==> config.mk <==
export PLATFORM = sky130hd
export DESIGN_NAME = io_uart_port
export DESIGN_NICKNAME = d
export VERILOG_FILES = /design/src/rtl/io_uart_pkg.sv /design/src/rtl/uart_tx_fifo.sv /design/src/rtl/io_uart_port.sv
export SDC_FILE = /design/constraint.sdc
export NUM_CORES = 1
export LEC_CHECK = 0
export BUFFER_PORTS_ARGS = -buffer_cell sky130_fd_sc_hd__buf_4
export CORE_UTILIZATION = 54
export CTS_CLUSTER_DIAMETER = 60
export DETAILED_ROUTE_END_ITERATION = 7
export GPL_TIMING_DRIVEN = 0
export PLACE_DENSITY = 0.82
export SETUP_SLACK_MARGIN = 0.4
export SLEW_MARGIN = 20
export SYNTH_ARGS = -nofsm -noshare
export SYNTH_HDL_FRONTEND = slang
export SYNTH_SLANG_ARGS = --single-unit
==> constraint.sdc <==
create_clock -name clk -period 3.3 [get_ports clk]
set_input_delay 0.33 -clock clk [delete_from_list [all_inputs] [get_ports clk]]
set_output_delay 0.33 -clock clk [all_outputs]
set_load 0.01 [all_outputs]
==> src/rtl/io_uart_pkg.sv <==
// Shared definitions for the J1 I/O-bus UART responder:
// register offsets, status bit positions and the UART FSM states.
package io_uart_pkg;

    localparam logic [15:0] OFS_DATA = 16'h0000;
    localparam logic [15:0] OFS_STAT = 16'h0004;

    localparam int ST_TX_IDLE  = 0;
    localparam int ST_TX_FULL  = 1;
    localparam int ST_RX_VALID = 2;
    localparam int ST_RX_OVR   = 3;
    localparam int ST_TX_OVF   = 4;
    localparam int ST_FRM_ERR  = 5;

    typedef enum logic [1:0] {
        S_IDLE,
        S_START,
        S_DATA,
        S_STOP
    } uart_state_t;

endpackage

==> src/rtl/uart_tx_fifo.sv <==
// Synchronous TX byte FIFO, first-word fall-through on dout.
// Ports: clk, reset, push/din, pop/dout, full, empty.
module uart_tx_fifo
    import io_uart_pkg::*;
#(
    parameter int DEPTH = 16,
    parameter int WIDTH = 8
) (
    input  logic             clk,
    input  logic             reset,
    input  logic             push,
    input  logic [WIDTH-1:0] din,
    input  logic             pop,
    output logic [WIDTH-1:0] dout,
    output logic             full,
    output logic             empty
);

    localparam int AW = $clog2(DEPTH);

    logic [WIDTH-1:0] mem [DEPTH];
    logic [AW:0]      wr_ptr;
    logic [AW:0]      rd_ptr;
    logic             do_push;
    logic             do_pop;

    assign empty = (wr_ptr == rd_ptr);
    assign full  = (wr_ptr[AW] != rd_ptr[AW]) &&
                   (wr_ptr[AW-1:0] == rd_ptr[AW-1:0]);

    // A pop in the same cycle frees the slot a full push needs.
    assign do_pop  = pop && !empty;
    assign do_push = push && (!full || do_pop);

    assign dout = mem[rd_ptr[AW-1:0]];

    always_ff @(posedge clk) begin
        if (do_push)
            mem[wr_ptr[AW-1:0]] <= din;
    end

    always_ff @(posedge clk or posedge reset) begin
        if (reset) begin
            wr_ptr <= '0;
            rd_ptr <= '0;
        end else begin
            if (do_push)
                wr_ptr <= wr_ptr + 1'b1;
            if (do_pop)
                rd_ptr <= rd_ptr + 1'b1;
        end
    end

endmodule

==> src/rtl/io_uart_port.sv <==
// J1 I/O-bus responder with one 8N1 UART (TX FIFO + RX holding reg).
// Ports: clk, reset, memIo_addr/io_rd/io_wr/dout bus in, io_din
// registered read data, uart_rx serial in, uart_tx serial out.
module io_uart_port
    import io_uart_pkg::*;
#(
    parameter int          CLKS_PER_BIT = 217,
    parameter int          TX_DEPTH     = 16,
    parameter logic [15:0] BASE_ADDR    = 16'h1000
) (
    input  logic        clk,
    input  logic        reset,
    input  logic [15:0] memIo_addr,
    input  logic        io_rd,
    input  logic        io_wr,
    input  logic [31:0] dout,
    output logic [31:0] io_din,
    input  logic        uart_rx,
    output logic        uart_tx
);

    localparam int CW = $clog2(CLKS_PER_BIT);
    localparam logic [CW-1:0] BIT_LAST  = CW'(CLKS_PER_BIT - 1);
    localparam logic [CW-1:0] HALF_LAST = CW'(CLKS_PER_BIT / 2 - 1);

    // ---------------- bus decode ----------------
    logic sel_data;
    logic sel_stat;
    logic wr_data;
    logic wr_stat;
    logic rd_data;

    assign sel_data = (memIo_addr == BASE_ADDR + OFS_DATA);
    assign sel_stat = (memIo_addr == BASE_ADDR + OFS_STAT);
    assign wr_data  = io_wr && sel_data;
    assign wr_stat  = io_wr && sel_stat;
    assign rd_data  = io_rd && sel_data;

    logic unused_dout;
    assign unused_dout = ^dout[31:8];

    // ---------------- TX FIFO ----------------
    logic       fifo_full;
    logic       fifo_empty;
    logic [7:0] fifo_dout;
    logic       tx_pop;
    logic       tx_drop;

    uart_tx_fifo #(
        .DEPTH(TX_DEPTH),
        .WIDTH(8)
    ) u_fifo (
        .clk  (clk),
        .reset(reset),
        .push (wr_data),
        .din  (dout[7:0]),
        .pop  (tx_pop),
        .dout (fifo_dout),
        .full (fifo_full),
        .empty(fifo_empty)
    );

    assign tx_drop = wr_data && fifo_full && !tx_pop;

    // ---------------- TX FSM ----------------
    uart_state_t   tx_state;
    uart_state_t   tx_next;
    logic [CW-1:0] tx_cnt;
    logic [2:0]    tx_bits;
    logic [7:0]    tx_shift;
    logic          tx_tick;

    assign tx_tick = (tx_cnt == BIT_LAST);

    always_ff @(posedge clk or posedge reset) begin
        if (reset)
            tx_state <= S_IDLE;
        else
            tx_state <= tx_next;
    end

    // STOP chains straight into the next START so that queued
    // bytes go out with no idle gap between frames.
    always_comb begin
        tx_next = tx_state;
        unique case (tx_state)
            S_IDLE:
                if (!fifo_empty)
                    tx_next = S_START;
            S_START:
                if (tx_tick)
                    tx_next = S_DATA;
            S_DATA:
                if (tx_tick && tx_bits == 3'd7)
                    tx_next = S_STOP;
            S_STOP:
                if (tx_tick)
                    tx_next = fifo_empty ? S_IDLE : S_START;
        endcase
    end

    always_comb begin
        tx_pop  = 1'b0;
        uart_tx = 1'b1;
        unique case (tx_state)
            S_IDLE: begin
                tx_pop  = !fifo_empty;
            end
            S_START: begin
                uart_tx = 1'b0;
            end
            S_DATA: begin
                uart_tx = tx_shift[0];
            end
            S_STOP: begin
                tx_pop  = tx_tick && !fifo_empty;
            end
        endcase
    end

    always_ff @(posedge clk or posedge reset) begin
        if (reset) begin
            tx_cnt   <= '0;
            tx_bits  <= '0;
            tx_shift <= '0;
        end else if (tx_pop) begin
            tx_cnt   <= '0;
            tx_bits  <= '0;
            tx_shift <= fifo_dout;
        end else if (tx_state != S_IDLE) begin
            if (tx_tick) begin
                tx_cnt <= '0;
                if (tx_state == S_DATA) begin
                    tx_shift <= {1'b0, tx_shift[7:1]};
                    tx_bits  <= tx_bits + 3'd1;
                end
            end else begin
                tx_cnt <= tx_cnt + 1'b1;
            end
        end
    end

    // ---------------- RX sync + FSM ----------------
    logic          rx_s1;
    logic          rx_s2;
    logic          rx_s3;
    logic          rx_fall;
    uart_state_t   rx_state;
    uart_state_t   rx_next;
    logic [CW-1:0] rx_cnt;
    logic [2:0]    rx_bits;
    logic [7:0]    rx_shift;
    logic          rx_tick;
    logic          rx_land;
    logic          rx_ferr;

    always_ff @(posedge clk or posedge reset) begin
        if (reset) begin
            rx_s1 <= 1'b1;
            rx_s2 <= 1'b1;
            rx_s3 <= 1'b1;
        end else begin
            rx_s1 <= uart_rx;
            rx_s2 <= rx_s1;
            rx_s3 <= rx_s2;
        end
    end

    assign rx_fall = rx_s3 && !rx_s2;

    // START counts only half a bit so later samples land mid-bit.
    assign rx_tick = (rx_state == S_START) ?
                     (rx_cnt == HALF_LAST) :
                     (rx_cnt == BIT_LAST);

    always_ff @(posedge clk or posedge reset) begin
        if (reset)
            rx_state <= S_IDLE;
        else
            rx_state <= rx_next;
    end

    always_comb begin
        rx_next = rx_state;
        unique case (rx_state)
            S_IDLE:
                if (rx_fall)
                    rx_next = S_START;
            S_START:
                if (rx_tick)
                    rx_next = rx_s2 ? S_IDLE : S_DATA;
            S_DATA:
                if (rx_tick && rx_bits == 3'd7)
                    rx_next = S_STOP;
            S_STOP:
                if (rx_tick)
                    rx_next = S_IDLE;
        endcase
    end

    always_comb begin
        rx_land = 1'b0;
        rx_ferr = 1'b0;
        if (rx_state == S_STOP && rx_tick) begin
            rx_land = rx_s2;
            rx_ferr = !rx_s2;
        end
    end

    always_ff @(posedge clk or posedge reset) begin
        if (reset) begin
            rx_cnt   <= '0;
            rx_bits  <= '0;
            rx_shift <= '0;
        end else if (rx_state == S_IDLE) begin
            rx_cnt  <= '0;
            rx_bits <= '0;
        end else if (rx_tick) begin
            rx_cnt <= '0;
            if (rx_state == S_DATA) begin
                rx_shift <= {rx_s2, rx_shift[7:1]};
                rx_bits  <= rx_bits + 3'd1;
            end
        end else begin
            rx_cnt <= rx_cnt + 1'b1;
        end
    end

    // ---------------- registers ----------------
    logic [7:0]  rx_byte;
    logic        rx_valid;
    logic        rx_ovr;
    logic        frm_err;
    logic        tx_ovf;
    logic [31:0] status;

    always_comb begin
        status              = '0;
        status[ST_TX_IDLE]  = fifo_empty && (tx_state == S_IDLE);
        status[ST_TX_FULL]  = fifo_full;
        status[ST_RX_VALID] = rx_valid;
        status[ST_RX_OVR]   = rx_ovr;
        status[ST_TX_OVF]   = tx_ovf;
        status[ST_FRM_ERR]  = frm_err;
    end

    // Sticky flags: a set event outranks a same-cycle W1C.
    always_ff @(posedge clk or posedge reset) begin
        if (reset) begin
            rx_byte  <= '0;
            rx_valid <= 1'b0;
            rx_ovr   <= 1'b0;
            frm_err  <= 1'b0;
            tx_ovf   <= 1'b0;
            io_din   <= '0;
        end else begin
            if (rx_land)
                rx_byte <= rx_shift;

            if (rx_land)
                rx_valid <= 1'b1;
            else if (rd_data)
                rx_valid <= 1'b0;

            if (rx_land && rx_valid)
                rx_ovr <= 1'b1;
            else if (wr_stat && dout[ST_RX_OVR])
                rx_ovr <= 1'b0;

            if (rx_ferr)
                frm_err <= 1'b1;
            else if (wr_stat && dout[ST_FRM_ERR])
                frm_err <= 1'b0;

            if (tx_drop)
                tx_ovf <= 1'b1;
            else if (wr_stat && dout[ST_TX_OVF])
                tx_ovf <= 1'b0;

            if (io_rd) begin
                if (sel_data)
                    io_din <= {24'b0, rx_byte};
                else if (sel_stat)
                    io_din <= status;
                else
                    io_din <= '0;
            end
        end
    end

endmodule

Word-level counts from Yosys, hierarchy flattened
Memories as Yosys holds them, arrays and structs flattened.
Cells that the tools add are included.
{"block": "totals", "regBits": 99, "ram_bits": 128, "input_bits": 53, "output_inout_bits": 33, "wordCells": 136, "mem_count": 1}
{"memory": "u_fifo.mem", "depth": 16, "word_bits": 8, "rd": 1, "rd_clocked_by_memory_dff": 0, "wr": 1, "line": "uart_tx_fifo.sv:21", "source": "logic [WIDTH-1:0] mem [DEPTH];"}
{"block": "op_classes", "addsub": 6, "eq_ne": 24, "mux": 45, "bitwise": 1, "n_reduce_logical": 40}
{"operator": "two-way mux 8 bit", "count": 10}
{"operator": "== test 16 x 13 -> 1 bit (second input constant)", "count": 2}
{"operator": "two-way mux 3 bit", "count": 7}
{"operator": "nonzero test 2 bit", "count": 10}
{"operator": "logical AND 1 bit", "count": 18}
{"operator": "two-way mux 2 bit", "count": 9}
{"operator": "adder 8 x 1 -> 8 bit (second input constant)", "count": 2}
{"operator": "== test 8 bit (second input constant)", "count": 2}
{"operator": "inequality test 2 bit (second input constant)", "count": 8}
{"operator": "case mux 2 bit (4 select lines)", "count": 2}
{"operator": "two-way mux 1 bit", "count": 14}
{"operator": "adder 5 x 1 -> 5 bit (second input constant)", "count": 2}
{"operator": "== test 2 bit (second input constant)", "count": 4}
{"operator": "== test 8 x 7 -> 1 bit (second input constant)", "count": 1}
{"operator": "AND reduction 4 bit", "count": 2}
{"operator": "adder 3 x 1 -> 3 bit (second input constant)", "count": 2}
{"operator": "== test 3 bit (second input constant)", "count": 2}
{"operator": "two-way mux 6 bit", "count": 1}
{"operator": "AND reduction 3 bit", "count": 2}
{"operator": "== test 5 bit", "count": 1}
{"operator": "== test 2 x 1 -> 1 bit (second input constant)", "count": 2}
{"operator": "== test 4 bit", "count": 1}
{"operator": "zero test 1 bit", "count": 4}
{"operator": "zero test 2 bit", "count": 2}
{"operator": "other kinds (5)", "count": 6}

Longest topological paths before layout
Gate-level depths: netlist of the first run.
{"block": "depth", "ltp_word": 9, "depth_mapped": 9, "ltp_nobuf": 7}

Cells and area by module
A second synthesis of the first run with hierarchy kept.
{"block": "unflattened", "hier_cells": 568, "hier_area_um2": 9023.7}
{"module": "uart_tx_fifo", "n_inst": 1, "cells_each": 268, "area_each_um2": 5624.1}
{"module": "io_uart_port", "n_inst": 1, "cells_each": 300, "area_each_um2": 3399.5}

Worst setup path before layout of the first run
No wires, ideal clock.
{"block": "synth_timing", "path_kind": "input-to-reg", "startpoint": "input port memIo_addr[5]", "endpoint": "memory u_fifo.mem[3][0] (enable)", "setup_time_ns": 0.383, "t_arrival_ns": 2.184, "required_ns": 2.917, "setup_slack_ns": 0.732, "cell_stages": 5, "path_buffers": 0, "cell_sequence": "or4_4 -> nand4bb_1 -> a41oi_1 -> nand3_1 -> nor3_1"}
{"block": "synth_between", "elab_chain_len": 5}
{"element": "from (decl)", "line": "io_uart_port.sv:13", "source": "input logic [15:0] memIo_addr,"}
{"element": "== test 16 x 13 -> 1 bit", "line": "io_uart_port.sv:33", "source": "assign sel_data = (memIo_addr == BASE_ADDR + OFS_DATA);"}
{"element": "logical AND 1 bit", "line": "io_uart_port.sv:35", "source": "assign wr_data = io_wr && sel_data;"}
{"element": "logical AND 1 bit", "line": "uart_tx_fifo.sv:33", "source": "assign do_push = push && (!full || do_pop);"}
{"element": "two-way mux 1 bit", "line": "uart_tx_fifo.sv:38", "source": "if (do_push)"}
{"element": "two-way mux 1 bit (implied by the code)", "line": "uart_tx_fifo.sv:39", "source": "mem[wr_ptr[AW-1:0]] <= din;"}
{"element": "to (decl)", "line": "uart_tx_fifo.sv:21"}
Every way passes these cells.

Final worst setup path of the first run
{"block": "layout_timing", "startpoint": "register tx_cnt[0]", "endpoint": "memory u_fifo.mem[1][4] (enable)"}
{"block": "layout_between", "elab_chain_len": 8}
{"element": "from (decl)", "line": "io_uart_port.sv:68", "source": "logic [CW-1:0] tx_cnt;"}
{"element": "from (signal assigned)", "line": "io_uart_port.sv:138", "source": "tx_cnt <= tx_cnt + 1'b1;"}
{"element": "== test 8 bit", "line": "io_uart_port.sv:73", "source": "assign tx_tick = (tx_cnt == BIT_LAST);"}
{"element": "logical AND 1 bit", "line": "io_uart_port.sv:116", "source": "tx_pop = tx_tick && !fifo_empty;"}
{"element": "case mux 1 bit (2 select lines)", "line": "io_uart_port.sv:105", "source": "unique case (tx_state)"}
{"element": "logical AND 1 bit", "line": "uart_tx_fifo.sv:32", "source": "assign do_pop = pop && !empty;"}
{"element": "logical OR 1 bit", "line": "uart_tx_fifo.sv:33"}
{"element": "logical AND 1 bit", "line": "uart_tx_fifo.sv:33"}
{"element": "two-way mux 1 bit", "line": "uart_tx_fifo.sv:38"}
{"element": "two-way mux 1 bit (implied by the code)", "line": "uart_tx_fifo.sv:39"}
Every way passes these cells.

==> summary.md, run 1 <==
| Metric | Value |
|---|---|
| GR Layer Usage met2 | `0.373` |
| Routed WL | `between 15000 and 20000 µm` |
| CTS root buf | `clkbuf_16` |
| Mapped Area | `8830 µm²` |
| Post-route setup slack | `0.496 ns` |
| Post-Layout Cell Count | `between 800 and 900` |
| Detail Placement HPWL | `around 12000 µm` |
| Least-Margin Pin Slew | `between 0.7 and 0.8 ns` |
| Final Hold Viols | `0` |
| Initial antenna violation count | `0` |
| Most common cell after layout, fill and taps aside | `edfxtp_1` |
| Period Utilization, post-route | `0.850` |
| Reg2Reg Depth | `8` |
| Std cell rows | `46` |
| R2R Path Start | `tx_cnt[0]` |
| Synth Area per Inst | `15.3 µm²` |
| Final setup viols | `0` |
| CTS tree | `built` |
| TritonCTS Buffers | `21` |
| Gp weighted congestion | `0.791` |
| Synth Register Bits | `approximately 200` |
| Area delta synth->final | `18.3%` |
| Placement Setup Slack | `-0.270 ns` |
| I/O Buffers | `37` |
| CTS max path bufs | `3` |
| Die Span Y | `130 µm` |
| Antenna cells | `0` |
| Yosys warns | `0` |
| Die W | `130 µm` |
| Pwr dens | `approximately 690 nW/µm²` |
| Largest net degree at the start of global routing | `55` |
| WP data arrival | `approximately 3.0 ns` |
| Pre-antenna DRT Iters | `5` |
| Ports | `86` |
| First-pass GRT wire length | `28300 µm` |
| Worst-Skew Late Latency | `0.50 ns` |
| Die Footprint | `about 17000 µm²` |
| Mapped Cells | `578` |
| Detailed-route DRC error count | `0` |
| CP startpoint | `tx_cnt[0]` |
| Slew headroom | `0.490` |
| Status | `finished clean` |
| CTS H-tree lvls | `1` |
| Register area share after synthesis | `0.648` |
| CP Capture Point | `u_fifo.mem[1][4]` |
| GR Util met3 | `0.0328` |
| Vias after detailed routing | `about 5300` |
| Pins Over Slew Limit | `0` |
| Yosys cell types | `56` |
| Leakage Power | `between 4 and 5 nW` |
| Wire length per cell | `20.8 µm` |
| Share of cells above drive strength 1 | `0.291` |
| Max Cap Viol | `0` |
| Crit end category | `register` |
| Final nets | `between 700 and 800` |
| Inst Count DP | `between 800 and 900` |
| GRT busiest layer | `met2` |
| Total gr overflow | `0` |
| Vias in the first global route | `around 5200` |
| Post-synth ARST share | `0.369` |
| Critical path type | `register to register` |
| Clk slew on worst S/H paths | `0.07 ns` |
| Post-synth EDFFs | `around 130` |
| Most frequent cells in the layout | `128 x edfxtp_1, 72 x dfrtp_1, 61 x buf_4` |
| CP Launch Type | `register` |
| RSZ-0062 raised after global routing | `false` |
| Crit path max fanout | `8` |
| Clk_skew | `0.0151 ns` |
| Vias per cell | `around 5.8` |
| Peak supply drop | `between 400 and 500 µV` |
| Most used flip-flop cell after synthesis | `edfxtp_1` |
| Gr usage total | `0.224` |
| Power, Total | `7.26 mW` |
| Fin Setup TNS | `0 ns` |
| Post-DP Area | `between 9000 and 10000 µm²` |
| Clock sinks | `slightly above 200` |
| FMAX | `357 MHz` |
| ANT nets after route | `0` |
| Period minus WS final | `between 2 and 3 ns` |
| Crit path required time | `3.51 ns` |
| Initial core utilization | `0.554` |
| Met1 usage | `0.304` |
| Fin area | `between 10000 and 15000 µm²` |
| R2R Path End | `u_fifo.mem[1][4]` |
| Hold Crit Class | `primary input to register` |
| Core box area | `15900 µm²` |
| R2r setup slk | `between 0.4 and 0.5 ns` |
| Initial DRC count | `roughly 530` |
report_power, final:
| group | leakage (nW) | switching, mW | internal (mW) |
|---|---|---|---|
| sequential | 2.12 | 0.149 | 2.87 |
| combinational | 1.56 | 1.05 | 0.794 |
| clock | 0.338 | 0.966 | 1.43 |
worst min path at each step:
stage	end	start	slack, ns	cells past startpoint
after floorplan	rx_s1	uart_rx	0.33	0
after global placement	rx_s2	rx_s1	0.35	0
after detailed placement	tx_cnt[3]	reset	0.32	2
after CTS	u_fifo.mem[14][0]	dout[0]	0.13	1
after global routing	u_fifo.mem[3][0]	dout[0]	0.14	1
final	u_fifo.mem[1][7]	dout[7]	0.15	1
per-stage QoR:
| stage | util | hold slack (ns) |
|---|---|---|
| 2_1_floorplan | - | 0.334 |
| 3_3_place_gp | 0.594 | 0.347 |
| 3_5_place_dp | 0.596 | 0.315 |
| 6_report | 0.656 | 0.148 |
| 5_1_grt | 0.656 | 0.142 |
| 4_1_cts | 0.643 | 0.131 |
sequential cells by signal, summed over array words and instances (netlist names), named ones only:
| signal | cells |
|---|---|
| rx_valid | 1 |
| tx_bits | 3 |
| rx_byte | 8 |
| tx_ovf | 1 |
| rx_s3 | 1 |
| u_fifo.rd_ptr | 5 |
| tx_state | 2 |
| io_din | 8 |
| frm_err | 1 |
| rx_s1 | 1 |
| rx_cnt | 8 |
| u_fifo.mem | 128 |
| rx_state | 1 |
| rx_s2 | 1 |
| tx_cnt | 8 |
| rx_shift | 8 |
| tx_shift | 8 |
| u_fifo.wr_ptr | 5 |
| rx_bits | 3 |
| rx_ovr | 1 |
layout make-up:
type / count / area, µm²
fillers: 1036 / 5490
flip-flops and latches: 203 / 5720
repair buffers: 44 / 405
plain buffers: 46 / 290
well taps: 216 / 270
clock buffers: 31 / 603
multi-input cells: 333 / 2980
inverters: 19 / 73.8
clock inverters: 7 / 100
metal layers:
layer | vias to the layer above | share of wire
met5 | - | 0
met4 | 0 | 0.024
met3 | 37 | 0.051
met2 | 190 | 0.52
met1 | 2678 | 0.41
li1 | 2350 | -
critical path: stages (launching register included):
cell      delay [ns]
dfrtp_1         0.42
inv_1           0.08
ha_1            0.15
nor4bb_1        0.33
nand4_1         0.21
a41oi_2         0.44
nand3_1         0.41
nor3_4          0.31
buf_12          0.16
Yosys cell counts (all sizes together), types with 2 or more instances:
master,instances,area [µm²]
o22ai,2,12.5
mux4,32,721
a22oi,15,113
xnor2,11,96.3
mux2i,9,90.1
edfxtp,128,3840
o21ai,14,70.1
or4,2,22.5
a31oi,10,62.6
nor2b,4,25.0
nor4bb,2,20.0
xor2,10,87.6
mux2,27,304
nand2,17,63.8
clkbuf,12,55.1
and4,2,20.0
nand4bb,2,22.5
dfstp,3,78.8
and2,2,12.5
o31ai,6,45.0
buf,34,235
o2bb2ai,7,61.3
nor3b,2,26.3
and3,4,25.0
nand3,13,77.6
nor2,43,161
a21oi,6,30.0
nand2b,5,31.3
nor3,11,60.1
dfrtp,72,1800
o21a,2,15.0
a22o,7,61.3
nor4,4,40.0
a21o,2,15.0
inv,18,67.6
ha,17,213
nand4,11,68.8
cell families after synthesis:
logic type,Yosys count,share of synthesized area
other cells,1,0.000425
compound gates,77,0.0610
buf+inv,65,0.0409
mux,68,0.126
fa+ha+maj,17,0.0241
xor+xnor,21,0.0208
simple gates,126,0.0785
flops,203,0.648
what timing repair did:
action                                  CTS  global route
pin swaps                                 0             4
hold buffers                              2             0
endpoints found under the setup margin  104           120
hold endpoints to repair                 22             0
gates resized for setup                   7            25
buffers inserted                          0             4
No activity file was read; power rests on OpenSTA's default activity.
==> inputs of run 2 (changes only) <==
Settings changed: CORE_UTILIZATION 54 to 53, PLACE_DENSITY 0.82 to 0.83.
Clock period 3.3 ns to 2.4 ns, I/O delays scaled along.
==> run 2 against run 1 <==
Compared with the run above: the flow now finishes with violations (setup timing); clock power increased by 35%; clock skew is essentially flat; largest power group unchanged; sequential share of layout area fell by 2.9 points; largest cell class unchanged; final cell count increased by 3.4%; critical path depth up 1; hold slack got worse by 0.079 ns; total power increased by 43%; sequential power rose by 37%; global-route usage up 1.5 points.
==> summary.md, run 2 (synthesis results as in run 1) <==
| Metric | Value |
|---|---|
| Max Cap Viol | `0 (unchanged)` |
| Die W | `131 µm (+0.92%)` |
| P_int | `7.26 mW (+42%)` |
| Die Footprint | `17200 µm² (+1.9%)` |
| Most frequent cells in the layout | `128 x edfxtp_1, 85 x buf_4, 72 x dfrtp_1` |
| RSZ-0062 raised after global routing | `true` |
| Worst-Skew Late Latency | `0.49 ns (about the same)` |
| Leakage Power | `4.26 nW (+6.2%)` |
| Least-Margin Pin Slew | `0.789 ns (+0.0292 ns)` |
| Clock sinks | `203 (unchanged)` |
| Power, Total | `10.4 mW (+43%)` |
| CTS H-tree lvls | `1 (unchanged)` |
| Crit path required time | `2.56 ns (-0.95 ns)` |
| Period Utilization, post-route | `1.03 (+0.180)` |
| Final nets | `770 (+4.3%)` |
| Antenna cells | `0 (unchanged)` |
| Pre-antenna DRT Iters | `4 (-1)` |
| Fin area | `11000 µm² (+5.7%)` |
| Sequential Power Share | `0.399 (-0.017)` |
| Peak supply drop | `728 µV (+59%)` |
| WL met3 | `1590 µm (+67%)` |
| Ports | `86 (unchanged)` |
| Most common cell after layout, fill and taps aside | `edfxtp_1` |
| R2r setup slk | `-0.07 ns (-0.57 ns)` |
| Crit path max fanout | `8 (unchanged)` |
| First-pass GRT wire length | `31400 µm (+11%)` |
| Routed met2 length | `10700 µm (+11%)` |
| WP data arrival | `2.63 ns (-0.38 ns)` |
| CTS root buf | `clkbuf_16` |
| Final setup viols | `59 (+59)` |
| Slowest stage delay, CP | `0.37 ns (-0.07 ns)` |
| Core box area | `16100 µm² (+0.72%)` |
| Final Hold Viols | `0 (unchanged)` |
| P_sw | `3.12 mW (+44%)` |
| TritonCTS Buffers | `21 (unchanged)` |
| Initial core utilization | `0.550 (-0.00397)` |
| Status | `finished with violations` |
| Slew headroom | `0.467 (-0.0228)` |
| I/O Buffers | `37 (unchanged)` |
| Hold Crit Class | `primary input to register` |
| Std cell rows | `46 (unchanged)` |
| Detail Placement HPWL | `12100 µm (+1.9%)` |
| CP cell instances | `inv_2, ha_1, inv_2, nand4_1, a41oi_4, buf_12, nand3_4, buf_12, nor2_4` |
| Vias after detailed routing | `5642 (+7.4%)` |
| Max reg flops | `128 (unchanged)` |
| FMAX | `405 MHz (+13%)` |
| Die Span Y | `131 µm (+0.92%)` |
| Vias in the first global route | `5648 (+8.8%)` |
| ANT nets after route | `0 (unchanged)` |
| Gr usage total | `0.239 (+0.0148)` |
| Clk slew on worst S/H paths | `0.06 ns (about the same)` |
| Wire length per cell | `22.6 µm (+8.6%)` |
| Share of cells above drive strength 1 | `0.364 (+0.0728)` |
| Total gr overflow | `0 (unchanged)` |
| CP Launch Type | `register` |
| Pwr dens | `940 nW/µm² (+35%)` |
| M1 WL | `8010 µm (+4.8%)` |
| CP startpoint | `tx_state[0]` |
| Initial antenna violation count | `0 (unchanged)` |
| Share of total power in the clock network | `0.311 (-0.019)` |
| Critical path type | `register to register` |
| Crit end category | `register` |
| R2R Path Start | `tx_state[0]` |
| Sw Ratio | `0.301 (+0.00306)` |
| Clk_skew | `0.0154 ns (+0.000314 ns)` |
| Post-DP Area | `9650 µm² (+1.5%)` |
| Worst hold start | `dout[7]` |
| Period minus WS final | `2.47 ns (-0.332 ns)` |
| Slowest-stage cell, CP | `dfrtp_1` |
| Routed WL | `21000 µm (+12%)` |
| Vias per cell | `6.07 (+3.8%)` |
| Failing checks | `setup timing` |
| Largest net degree at the start of global routing | `33 (-40%)` |
| CTS tree | `built` |
| Logic pwr share | `0.290 (+0.037)` |
| Detailed-route DRC error count | `0 (unchanged)` |
| CTS max path bufs | `3 (unchanged)` |
| Initial DRC count | `570 (+7.8%)` |
| Gp weighted congestion | `0.821 (+3.7%)` |
| Pins Over Slew Limit | `0 (unchanged)` |
| Area delta synth->final | `25.0%` |
| Max Used Layer | `met4` |
| Post-route setup slack | `-0.0720 ns (-0.568 ns)` |
run 2: layout make-up:
type	instances	area, µm²
inverters	19	78.8
fillers	908	5010
flip-flops and latches	203	5720
clock inverters	9	95.1
clock buffers	28	592
well taps	216	270
plain buffers	46	345
multi-input cells	333	3180
repair buffers	76	761
run 2: power by group through the flow:
stage / clock (mW) / combinational (mW) / sequential (mW)
final: 3.23 / 3.01 / 4.14
after global routing: 3.39 / 3.21 / 4.17
after CTS: 3.24 / 2.77 / 4.13
after detailed placement: 0 / 2.51 / 4.22
after global placement: 0 / 2.41 / 4.20
after floorplan: 0 / 1.87 / 4.17
run 2: per-stage QoR:
stage	hold slack, ns	utilization	worst slack (ns)	cells	TNS (ns)
CTS	0.0604	0.677	0.0712	920	0
floorplan	0.244	-	0.171	601	0
global route	0.0666	0.688	-0.138	930	-9.36
finish	0.0691	0.688	-0.0720	930	-2.69
global placement	0.347	0.598	-0.418	854	-30.44
detailed placement	0.319	0.601	-0.509	856	-41.47
run 2: critical path, delay by kind of cell (launching register included):
family,cells,cell delay [ns]
simple gates,3,0.58
fa+ha+maj,1,0.33
compound gates,1,0.35
flops,1,0.37
buf+inv,4,0.51
run 2: path summary, 6_finish.rpt:
check | endpoint | cells past startpoint
min in group asynchronous | tx_cnt[4] | 3
min | u_fifo.mem[1][7] | 1
min reg2reg | rx_s2 | 0
max reg2reg | u_fifo.mem[12][1] | 9
max in group asynchronous | rx_s2 | 4
max | u_fifo.mem[12][1] | 9
run 2: metal layers:
layer	vias up	track usage
met1	2847	0.308
met4	0	0.0980
li1	2416	-
met3	58	0.0424
met5	-	0
met2	321	0.402
run 2: repair_timing:
| action | 4_1_cts | 5_1_grt |
|---|---|---|
| gates resized for setup | 45 | 25 |
| hold endpoints to repair | 21 | 0 |
| hold buffers | 2 | 0 |
| endpoints found under the setup margin | 160 | 175 |
| buffers inserted | 25 | 10 |
| pin swaps | 16 | 16 |
==> inputs of run 3 (changes only) <==
Settings changed: CORE_UTILIZATION 53 to 54, PLACE_DENSITY 0.83 to 0.82.
Clock period 2.4 ns to 2.51 ns, I/O delays scaled along.
==> run 3 against run 2 <==
Compared with the run above: the run now ends clean; final area decreased by 1.1%; clock power increased by 2%; register-to-register slack improved by 0.25 ns; sequential share of layout area increased by 0.55 points; die area decreased by 1.8%; via count decreased by 1.1%; total power decreased by 4.0%; global-route usage increased by 1.3 points; final cell count decreased by 0.97%; critical endpoint is now u_fifo.mem[2][2]; highest routed layer unchanged.
==> summary.md, run 3 (synthesis results as in run 1) <==
| Metric | Value |
|---|---|
| Vias per cell | `6.06 (about the same)` |
| Die Span Y | `130 µm (-0.92%)` |
| Filler cell count | `979 (+7.8%)` |
| Detail Placement HPWL | `12300 µm (+1.6%)` |
| Antenna cells | `0 (unchanged)` |
| Wire length per cell | `22.2 µm (-1.5%)` |
| Largest net degree at the start of global routing | `31 (-6.1%)` |
| Vias after detailed routing | `5582 (-1.1%)` |
| Least-Margin Pin Slew | `0.924 ns (+0.135 ns)` |
| CTS max path bufs | `3 (unchanged)` |
| Post-Layout Cell Count | `921 (-0.97%)` |
| Final Util | `0.685 (-0.00233)` |
| TritonCTS Buffers | `21 (unchanged)` |
| Clk_skew | `0.0132 ns (-0.00222 ns)` |
| Initial DRC count | `491 (-14%)` |
| Gp weighted congestion | `0.817 (-0.50%)` |
| Hold_ws | `0.0654 ns (-0.00368 ns)` |
| Ports | `86 (unchanged)` |
| Pins Over Slew Limit | `0 (unchanged)` |
| Period minus WS final | `2.33 ns (-0.139 ns)` |
| Period Utilization, post-route | `0.929 (-0.101)` |
| Initial antenna violation count | `0 (unchanged)` |
| Pre-antenna DRT Iters | `5 (+1)` |
| Slew headroom | `0.376 (-0.0911)` |
| First-pass GRT wire length | `31000 µm (-1.5%)` |
| Inst Count DP | `856 (unchanged)` |
| Area delta synth->final | `23.7%` |
| Detailed-route DRC error count | `0 (unchanged)` |
| Max reg flops | `128 (unchanged)` |
| Crit path required time | `2.73 ns (+0.17 ns)` |
| Crit path max fanout | `8 (unchanged)` |
| Vias in the first global route | `5525 (-2.2%)` |
| Final nets | `760 (-1.3%)` |
| FMAX | `429 MHz (+6.0%)` |
| Final Hold Viols | `0 (unchanged)` |
| Final setup viols | `0 (-100%)` |
| CTS H-tree lvls | `1 (unchanged)` |
| Crit end category | `register` |
| Initial core utilization | `0.554 (+0.00397)` |
| CP Launch Type | `register` |
| I/O Buffers | `37 (unchanged)` |
| CTS tree | `built` |
| Die W | `130 µm (-0.92%)` |
| Worst-Skew Late Latency | `0.51 ns (+0.02 ns)` |
| Most frequent cells in the layout | `128 x edfxtp_1, 72 x dfrtp_1, 70 x buf_4` |
| CTS root buf | `clkbuf_16` |
| Core box area | `15900 µm² (-0.72%)` |
| Status | `finished clean` |
| Std cell rows | `46 (unchanged)` |
| Clk slew on worst S/H paths | `0.07 ns (about the same)` |
| Die Footprint | `16900 µm² (-1.8%)` |
| Critical path type | `register to register` |
| RSZ-0062 raised after global routing | `true` |
| Gr usage total | `0.252 (+0.0127)` |
| Pwr dens | `912 nW/µm² (-2.9%)` |
| Leakage Power | `4.20 nW (-1.6%)` |
| Most common cell after layout, fill and taps aside | `edfxtp_1` |
| Clock sinks | `203 (unchanged)` |
| ANT nets after route | `0 (unchanged)` |
| Total gr overflow | `0 (unchanged)` |
| Max Cap Viol | `0 (unchanged)` |
| Share of cells above drive strength 1 | `0.343 (-0.0209)` |
| WP data arrival | `2.56 ns (-0.07 ns)` |
| Peak supply drop | `518 µV (-29%)` |
| Hold Crit Class | `primary input to register` |
| Routed WL | `20500 µm (-2.5%)` |
-- run 3: repair_timing --
action / CTS / global route
setup buffers: 20 / 5
endpoints found under the hold margin: 20 / 0
hold buffers: 2 / 0
setup endpoints to repair: 144 / 157
pin swaps: 16 / 10
cloned: 0 / 0
resized for setup: 25 / 25
-- run 3: cell type report --
class | count | area [µm²] | share of cell area
repair buffers | 66 | 698 | 0.0639
clock buffers | 27 | 578 | 0.0529
plain buffers | 46 | 324 | 0.0297
multi-input cells | 333 | 3100 | 0.284
flip-flops and latches | 203 | 5720 | 0.524
inverters | 19 | 75.1 | 0.00687
clock inverters | 11 | 154 | 0.0141
well taps | 216 | 270 | 0.0247
-- run 3: worst paths after layout --
check,from,to,slack [ns],cells past startpoint
worst min register to register,rx_s1,rx_s2,0.36,0
worst max register to register,tx_cnt[1],u_fifo.mem[2][2],0.18,9
min in group asynchronous,reset,tx_shift[3],0.32,3
max in group asynchronous,reset,rx_s3,1.40,5
worst min-delay path,dout[7],u_fifo.mem[6][7],0.07,1
worst max-delay path,tx_cnt[1],u_fifo.mem[2][2],0.18,9
-- run 3: report_power, final --
| group | internal, mW | total [mW] | switching, mW |
|---|---|---|---|
| combinational | 1.21 | 2.72 | 1.51 |
| sequential | 3.78 | 3.96 | 0.184 |
| clock | 1.96 | 3.29 | 1.34 |
-- run 3: through the flow --
stage	total power [mW]	instance area [µm²]	setup WS, ns	setup TNS [ns]
floorplan	5.76	9060	0.290	0
global placement	6.30	9610	-0.357	-18.98
detailed placement	6.42	9650	-0.406	-22.97
CTS	9.82	10800	0.244	0
global route	10.4	10900	0.0913	0
finish	9.97	10900	0.177	0
-- run 3: per-layer routing --
layer / global-route usage / vias up / share of wire
met5: 0 / - / 0
met4: 0.116 / 0 / 0.036
met3: 0.0431 / 61 / 0.073
met2: 0.425 / 305 / 0.51
met1: 0.321 / 2813 / 0.38
li1: - / 2403 / -
-- run 3: worst max-delay path, cell delays in order (launching register included) --
cell and delay, ns:
dfrtp_1 0.38, inv_2 0.08, ha_4 0.13, nor4bb_4 0.22
nand4_1 0.24, a41oi_4 0.28, buf_12 0.16, nand3_4 0.17
nor3_4 0.21, buf_12 0.16
